$ cat src/rtl/dram_arbiter_if.sv
// Requester-side request/response bundle for one port of the data RAM arbiter.
interface dram_arbiter_if #(
  parameter int unsigned ADDR_WIDTH = 10,
  parameter int unsigned DATA_WIDTH = 32
);
  logic                  req_valid;
  logic                  req_ready;
  logic                  req_we;
  logic [ADDR_WIDTH+1:0] req_addr;
  logic [1:0]            req_size;
  logic                  req_unsigned;
  logic [DATA_WIDTH-1:0] req_wdata;
  logic                  rsp_valid;
  logic [DATA_WIDTH-1:0] rsp_rdata;
  logic                  rsp_err;

  modport master (
    output req_valid, req_we, req_addr, req_size, req_unsigned, req_wdata,
    input  req_ready, rsp_valid, rsp_rdata, rsp_err
  );

  modport slave (
    input  req_valid, req_we, req_addr, req_size, req_unsigned, req_wdata,
    output req_ready, rsp_valid, rsp_rdata, rsp_err
  );
endinterface

$ cat src/rtl/dram_arbiter.sv
// Round-robin two-port arbiter in front of a single-port byte-writable data RAM;
// handles lane placement for stores and extension/alignment checks for loads.
module dram_arbiter #(
  parameter int unsigned ADDR_WIDTH = 10,
  parameter int unsigned DATA_WIDTH = 32
) (
  input  logic                    clk,
  input  logic                    rst,
  dram_arbiter_if.slave           p0,
  dram_arbiter_if.slave           p1,
  output logic [ADDR_WIDTH-1:0]   mem_addr,
  output logic [DATA_WIDTH-1:0]   mem_wr_data,
  output logic                    mem_wr_en,
  output logic [DATA_WIDTH/8-1:0] mem_wr_byte_en,
  input  logic [DATA_WIDTH-1:0]   mem_rd_data
);
  localparam int unsigned BAW = ADDR_WIDTH + 2;
  localparam logic [1:0] SZ_BYTE = 2'b00;
  localparam logic [1:0] SZ_HALF = 2'b01;
  localparam logic [1:0] SZ_WORD = 2'b10;

  typedef struct packed {
    logic       valid;
    logic       port;
    logic       we;
    logic [1:0] off;
    logic [1:0] size;
    logic       uns;
    logic       err;
  } rsp_pipe_t;

  logic            prio;
  logic            gnt0, gnt1, any_gnt;
  logic            sel_we, sel_uns, sel_err;
  logic [BAW-1:0]  sel_addr;
  logic [1:0]      sel_size;
  logic [31:0]     sel_wdata;
  rsp_pipe_t       pipe;
  logic [7:0]      rd_byte;
  logic [15:0]     rd_half;
  logic [31:0]     rd_ext;
  logic            hit0, hit1;

  // Grant: lone requester wins; on contention the port equal to prio wins.
  always_comb begin
    gnt0 = 1'b0;
    gnt1 = 1'b0;
    if (!rst) begin
      if (p0.req_valid && (!p1.req_valid || !prio)) gnt0 = 1'b1;
      else if (p1.req_valid)                        gnt1 = 1'b1;
    end
  end

  assign any_gnt   = gnt0 | gnt1;
  assign sel_we    = gnt1 ? p1.req_we       : p0.req_we;
  assign sel_addr  = gnt1 ? p1.req_addr     : p0.req_addr;
  assign sel_size  = gnt1 ? p1.req_size     : p0.req_size;
  assign sel_uns   = gnt1 ? p1.req_unsigned : p0.req_unsigned;
  assign sel_wdata = gnt1 ? p1.req_wdata    : p0.req_wdata;

  always_comb begin
    sel_err = 1'b0;
    case (sel_size)
      SZ_BYTE: sel_err = 1'b0;
      SZ_HALF: sel_err = sel_addr[0];
      SZ_WORD: sel_err = |sel_addr[1:0];
      default: sel_err = 1'b1;
    endcase
  end

  // RAM drive; error and idle cycles leave the bus at zero.
  always_comb begin
    mem_addr       = '0;
    mem_wr_data    = '0;
    mem_wr_en      = 1'b0;
    mem_wr_byte_en = '0;
    if (any_gnt && !sel_err) begin
      mem_addr = sel_addr[BAW-1:2];
      if (sel_we) begin
        mem_wr_en = 1'b1;
        case (sel_size)
          SZ_BYTE: begin
            mem_wr_byte_en = 4'b0001 << sel_addr[1:0];
            mem_wr_data    = {24'h0, sel_wdata[7:0]} << {sel_addr[1:0], 3'b000};
          end
          SZ_HALF: begin
            mem_wr_byte_en = sel_addr[1] ? 4'b1100 : 4'b0011;
            mem_wr_data    = sel_addr[1] ? {sel_wdata[15:0], 16'h0}
                                         : {16'h0, sel_wdata[15:0]};
          end
          default: begin
            mem_wr_byte_en = 4'b1111;
            mem_wr_data    = sel_wdata;
          end
        endcase
      end
    end
  end

  always_ff @(posedge clk or posedge rst) begin
    if (rst) begin
      prio <= 1'b0;
      pipe <= '0;
    end else begin
      pipe.valid <= any_gnt;
      pipe.port  <= gnt1;
      pipe.we    <= sel_we;
      pipe.off   <= sel_addr[1:0];
      pipe.size  <= sel_size;
      pipe.uns   <= sel_uns;
      pipe.err   <= sel_err;
      if (any_gnt) prio <= gnt0;
    end
  end

  // Load data is picked from the RAM output in the response cycle.
  always_comb begin
    rd_byte = mem_rd_data[{pipe.off, 3'b000} +: 8];
    rd_half = pipe.off[1] ? mem_rd_data[31:16] : mem_rd_data[15:0];
    case (pipe.size)
      SZ_BYTE: rd_ext = {{24{rd_byte[7] & ~pipe.uns}}, rd_byte};
      SZ_HALF: rd_ext = {{16{rd_half[15] & ~pipe.uns}}, rd_half};
      default: rd_ext = mem_rd_data;
    endcase
    if (pipe.we || pipe.err) rd_ext = '0;
  end

  assign hit0 = pipe.valid & ~pipe.port;
  assign hit1 = pipe.valid &  pipe.port;

  assign p0.req_ready = gnt0;
  assign p1.req_ready = gnt1;
  assign p0.rsp_valid = hit0;
  assign p1.rsp_valid = hit1;
  assign p0.rsp_err   = hit0 & pipe.err;
  assign p1.rsp_err   = hit1 & pipe.err;
  assign p0.rsp_rdata = hit0 ? rd_ext : '0;
  assign p1.rsp_rdata = hit1 ? rd_ext : '0;
endmodule

$ cat src/flat_wrapper.sv
// flat-port wrapper written by rule: the top's interface ports become plain ports
module dram_arbiter_flat 
#(
  parameter int unsigned ADDR_WIDTH = 10,
  parameter int unsigned DATA_WIDTH = 32
)
  (clk, rst, mem_addr, mem_wr_data, mem_wr_en, mem_wr_byte_en, mem_rd_data, p0_req_valid, p0_req_we, p0_req_addr, p0_req_size, p0_req_unsigned, p0_req_wdata, p0_req_ready, p0_rsp_valid, p0_rsp_rdata, p0_rsp_err, p1_req_valid, p1_req_we, p1_req_addr, p1_req_size, p1_req_unsigned, p1_req_wdata, p1_req_ready, p1_rsp_valid, p1_rsp_rdata, p1_rsp_err);
  dram_arbiter_if #(.ADDR_WIDTH(ADDR_WIDTH), .DATA_WIDTH(DATA_WIDTH)) p0_i ();
  dram_arbiter_if #(.ADDR_WIDTH(ADDR_WIDTH), .DATA_WIDTH(DATA_WIDTH)) p1_i ();
  input  logic clk;
  input  logic rst;
  output logic [ADDR_WIDTH-1:0] mem_addr;
  output logic [DATA_WIDTH-1:0] mem_wr_data;
  output logic mem_wr_en;
  output logic [DATA_WIDTH/8-1:0] mem_wr_byte_en;
  input  logic [DATA_WIDTH-1:0] mem_rd_data;
  input wire logic [$bits(p0_i.req_valid)-1:0] p0_req_valid;
  input wire logic [$bits(p0_i.req_we)-1:0] p0_req_we;
  input wire logic [$bits(p0_i.req_addr)-1:0] p0_req_addr;
  input wire logic [$bits(p0_i.req_size)-1:0] p0_req_size;
  input wire logic [$bits(p0_i.req_unsigned)-1:0] p0_req_unsigned;
  input wire logic [$bits(p0_i.req_wdata)-1:0] p0_req_wdata;
  output wire logic [$bits(p0_i.req_ready)-1:0] p0_req_ready;
  output wire logic [$bits(p0_i.rsp_valid)-1:0] p0_rsp_valid;
  output wire logic [$bits(p0_i.rsp_rdata)-1:0] p0_rsp_rdata;
  output wire logic [$bits(p0_i.rsp_err)-1:0] p0_rsp_err;
  input wire logic [$bits(p1_i.req_valid)-1:0] p1_req_valid;
  input wire logic [$bits(p1_i.req_we)-1:0] p1_req_we;
  input wire logic [$bits(p1_i.req_addr)-1:0] p1_req_addr;
  input wire logic [$bits(p1_i.req_size)-1:0] p1_req_size;
  input wire logic [$bits(p1_i.req_unsigned)-1:0] p1_req_unsigned;
  input wire logic [$bits(p1_i.req_wdata)-1:0] p1_req_wdata;
  output wire logic [$bits(p1_i.req_ready)-1:0] p1_req_ready;
  output wire logic [$bits(p1_i.rsp_valid)-1:0] p1_rsp_valid;
  output wire logic [$bits(p1_i.rsp_rdata)-1:0] p1_rsp_rdata;
  output wire logic [$bits(p1_i.rsp_err)-1:0] p1_rsp_err;
  assign p0_i.req_valid = p0_req_valid;
  assign p0_i.req_we = p0_req_we;
  assign p0_i.req_addr = p0_req_addr;
  assign p0_i.req_size = p0_req_size;
  assign p0_i.req_unsigned = p0_req_unsigned;
  assign p0_i.req_wdata = p0_req_wdata;
  assign p0_req_ready = p0_i.req_ready;
  assign p0_rsp_valid = p0_i.rsp_valid;
  assign p0_rsp_rdata = p0_i.rsp_rdata;
  assign p0_rsp_err = p0_i.rsp_err;
  assign p1_i.req_valid = p1_req_valid;
  assign p1_i.req_we = p1_req_we;
  assign p1_i.req_addr = p1_req_addr;
  assign p1_i.req_size = p1_req_size;
  assign p1_i.req_unsigned = p1_req_unsigned;
  assign p1_i.req_wdata = p1_req_wdata;
  assign p1_req_ready = p1_i.req_ready;
  assign p1_rsp_valid = p1_i.rsp_valid;
  assign p1_rsp_rdata = p1_i.rsp_rdata;
  assign p1_rsp_err = p1_i.rsp_err;
  dram_arbiter #(.ADDR_WIDTH(ADDR_WIDTH), .DATA_WIDTH(DATA_WIDTH)) u_core (.clk(clk), .rst(rst), .p0(p0_i), .p1(p1_i), .mem_addr(mem_addr), .mem_wr_data(mem_wr_data), .mem_wr_en(mem_wr_en), .mem_wr_byte_en(mem_wr_byte_en), .mem_rd_data(mem_rd_data));
endmodule
$ cat config.mk
export PLATFORM = sky130hd
export DESIGN_NAME = dram_arbiter_flat
export DESIGN_NICKNAME = d
export VERILOG_FILES = /design/src/rtl/dram_arbiter_if.sv /design/src/rtl/dram_arbiter.sv /design/src/flat_wrapper.sv
export SDC_FILE = /design/constraint.sdc
export NUM_CORES = 1
export LEC_CHECK = 0
export ABC_AREA = 1
export BUFFER_PORTS_ARGS = -buffer_cell sky130_fd_sc_hd__buf_2
export CAP_MARGIN = 10
export CORE_MARGIN = 5
export CORE_UTILIZATION = 40
export DETAILED_ROUTE_END_ITERATION = 8
export PLACE_DENSITY = 0.82
export SYNTH_ARGS = -nofsm -noshare
export SYNTH_HDL_FRONTEND = slang
export SYNTH_SLANG_ARGS = --single-unit
$ cat constraint.sdc
create_clock -name clk -period 2.15 [get_ports clk]
set_input_delay 0.1075 -clock clk [delete_from_list [all_inputs] [get_ports clk]]
set_output_delay 0.1075 -clock clk [all_outputs]
set_load 0.05 [all_outputs]
==> flow_summary.ini <==
[timing]
min_period_over_period_pct = 112
final_period_minus_worst_setup_slack_ns = 2.40
grt_setup_unrepaired = yes
report.final.slew_viol_count = 0
hold_slack_ns = 0.0794
remaining_max_slew_budget_at_the_tightest_pin_pct = 34.4
setup-violations-final = 47
setup-tns-final_ns = -5.57
worst_clock_skew_ns = 0.00463
fin_ws_ns = -0.248
hold_vio_cnt_final = 0
tightestPinTransition_ns = 0.983
achievable-frequency_mhz = 417

[drt]
vias_per_cell = 5.82
drtAntennaViolNets = 0
routed-via-count = 5721
wire_per_inst_um = 18.9
detail_route.drc_violations = 0
drtIter0Drc = 607
drt-total-wl_um = 18500
drt-pass1-iter-count = 6

[final_layout]
area_delta_synth_final_pct = 84.6
final_layout_size_suffix_gt1_share_pct = 48.4
antenna_cells = 0
finish.utilization_pct = 76.5
fin_cells = 983
mostFrequentLayoutCells = 173 x sky130_fd_sc_hd__buf_2, 166 x sky130_fd_sc_hd__nand2_1, 124 x sky130_fd_sc_hd__nor2_1, 55 x sky130_fd_sc_hd__buf_4, 50 x sky130_fd_sc_hd__nand3_1
finish.net_count = 1017
final.fill_count = 533
final_common_cell = sky130_fd_sc_hd__buf_2

[worst_setup_path]
critical_path_arrival_ns = 2.29
crit_fanout = 11
required_ns = 2.04
cell_with_the_largest_stage_delay_on_the_worst_path = sky130_fd_sc_hd__o21ai_0
capturing_element_type_of_the_critical_path = output port
cp.depth = 11
crit_path_start_kind = register
timing.critical_path.max_delay_family = simple AND/OR/NAND/NOR gates
r2r_cells = 8
path_cells = nand2_2 > nand2_8 > nand2_8 > buf_4 > o21ai_0 > nor2_1 > nand2_1 > nand3_1 > nand2_1 > nor2_2 > buf_6
timing.setup.critical_path_class = register to output port
path_buf_inv = 2
slowest_stage_delay_cp_ns = 0.58

[grt]
grt_busiest_layer = met2
groute.usage.overall_pct = 28.1
global_route_wire_length_before_repair_um = 22300
gr-usage-met3_pct = 4.38
grt.met1_usage_pct = 30.9
first_global_vias = 4677
grt_antenna_before_repair = 0
use_met2_pct = 54.0
grt_start_max_net_pins = 35
grt_overflow = 0

[hold_path]
hold_path_class = input port to register
whs_path_depth = 3

[synth]
synthXorXnorAreaFrac_pct = 0
post_synthesis_net_count = 745
area_share_of_fa_ha_maj_cells_after_synthesis_pct = 0
asyncSetResetFlopFracSynth_pct = 100
synth_seq_area_share_pct = 8.24
synth-compound-area-share_pct = 13.3
area_of_the_mapped_netlist_mm2 = 0.00304
syn-instance-count = 613
synth.area.top_cells = sky130_fd_sc_hd__nand2_1 22%, sky130_fd_sc_hd__nor2_1 21%, sky130_fd_sc_hd__dfrtp_1 8.2%
synthFlopType = sky130_fd_sc_hd__dfrtp_1
average_cell_area_after_synthesis_um2 = 4.95
synth_cell_types = 31
synth.ff_latch_count = 10
yosys.area_share.simple_pct = 63.8
synth_mux_area_share_pct = 2.31
synth-warning-count = 0
synth_largest_area_cell = sky130_fd_sc_hd__nand2_1
synth_enable_flop_cells = 0
yosys.area.top_type_share_pct = 22.1
largest_family_of_logic_cells_by_synthesized_area = simple AND/OR/NAND/NOR gates

[floorplanning]
ios = 249
fp-row-count = 31
dieWidth_um = 97.1
fp.dieArea_mm2 = 0.00943
initial_utilization_pct = 41.4
dieHeight_um = 97.1
core_area_mm2 = 0.00733

[clocking]
cts.path.max_buffers = 2
clock_tree_from_tritoncts = done
worstSkewPairLatency_ns = 0.24
root_buffer = sky130_fd_sc_hd__clkbuf_8
cts.sink_count = 10
cts_made_buffers = 3
clk_pin_slew_worst_paths_ns = 0.05
cts_htree_levels = 1

[placed_design]
post-place-ws_ns = -0.00965
gp_congestion = 0.959
io_port_bufs = 248
place_inst = 957
place.detailed.hpwl_um = 11000

[pwr]
power.density_mw_per_mm2 = 339
vdd_drop_max_mv = 0.186
leakage_nw = 2.91

[outcome]
outcome = complete, but fails checks
violated_checks = setup timing

[flow_run]
drv_cap = 0
## flip-flops by register name (all words and copies together) (netlist names)
| name | cells |
|---|---|
| u_core.prio | 1 |
| u_core.pipe | 9 |
## synth_stat cells, types with 2 or more instances
cell                       instances
sky130_fd_sc_hd__o21ai_0          15
sky130_fd_sc_hd__nand2_4           3
sky130_fd_sc_hd__o221ai_1          7
sky130_fd_sc_hd__o21ai_1           3
sky130_fd_sc_hd__a21oi_1          20
sky130_fd_sc_hd__nand2_2           5
sky130_fd_sc_hd__dfrtp_1          10
sky130_fd_sc_hd__inv_2             4
sky130_fd_sc_hd__buf_2             8
sky130_fd_sc_hd__nand2_1         179
sky130_fd_sc_hd__nor3_1            8
sky130_fd_sc_hd__nor2_2            9
sky130_fd_sc_hd__or2_2            23
sky130_fd_sc_hd__buf_4             7
sky130_fd_sc_hd__nor2_1          166
sky130_fd_sc_hd__o21ai_4           2
sky130_fd_sc_hd__clkbuf_1         20
sky130_fd_sc_hd__nand3_1          50
sky130_fd_sc_hd__mux2i_1           7
sky130_fd_sc_hd__o211ai_1         14
sky130_fd_sc_hd__inv_1            41
sky130_fd_sc_hd__buf_6             3
## cell type report
type	count	area (um2)	share of cell area, %
multi-input combinational	523	2850	50.8
clock buffer	4	55.1	0.982
sequential	10	250	4.46
timing repair buffer	302	2160	38.5
inverter	45	171	3.06
tap	99	124	2.21
## worst min-delay path, cell delays in order
cell and delay [ns]:
sky130_fd_sc_hd__buf_2 0.08, sky130_fd_sc_hd__nand2_1 0.05, sky130_fd_sc_hd__nand2_1 0.04
## where the power goes
group / internal (mW) / switching [mW] / leakage (nW) / total (mW)
clock network: 0.161 / 0.0740 / 0.0288 / 0.235
registers: 0.207 / 0.0129 / 0.119 / 0.220
logic: 0.498 / 0.949 / 2.77 / 1.45
total: 0.866 / 1.04 / 2.91 / 1.90
## repair_timing
item,CTS,global route
gates resized for setup,87,164
pin swaps,5,27
gates cloned,2,5
hold buffers,1,0
setup buffers,4,10
setup endpoints to repair,47,94
endpoints found under the hold margin,10,0
## per-layer routing
layer	part of all wire, %	wire, um
met4	7.4	1380
met5	0	0
met2	49	9010
met1	32	5900
met3	12	2240
## final timing paths
kind	from	end	slack, ns
hold reg to reg	u_core.prio$_DFFE_PP0P_	u_core.prio$_DFFE_PP0P_	0.61
setup / recovery	u_core.prio$_DFFE_PP0P_	mem_wr_data[24]	-0.25
setup reg to reg	u_core.prio$_DFFE_PP0P_	u_core.pipe[6]$_DFF_PP0_	0.76
max in group asynchronous	rst	u_core.pipe[1]$_DFF_PP0_	1.37
min in group asynchronous	rst	u_core.prio$_DFFE_PP0P_	0.47
hold / removal	p1_req_unsigned	u_core.pipe[1]$_DFF_PP0_	0.08
## logic make-up (layout without fill, tap and decap cells)
kind of cell	Yosys count	after routing
AO/OA/AOI/OAI	63	63
multiplexers	7	7
flip-flops	10	10
AND/OR/NAND/NOR	449	453
buffers and inverters	84	351
## metrics by stage
stage                     power [mW]  area (um2)
final                           1.90        5610
after detailed placement        1.35        4540
after global routing            2.00        5610
after floorplan                0.996        3090
after global placement          1.35        4540
after CTS                       1.65        4930
(Power assumes the default switching activity.)
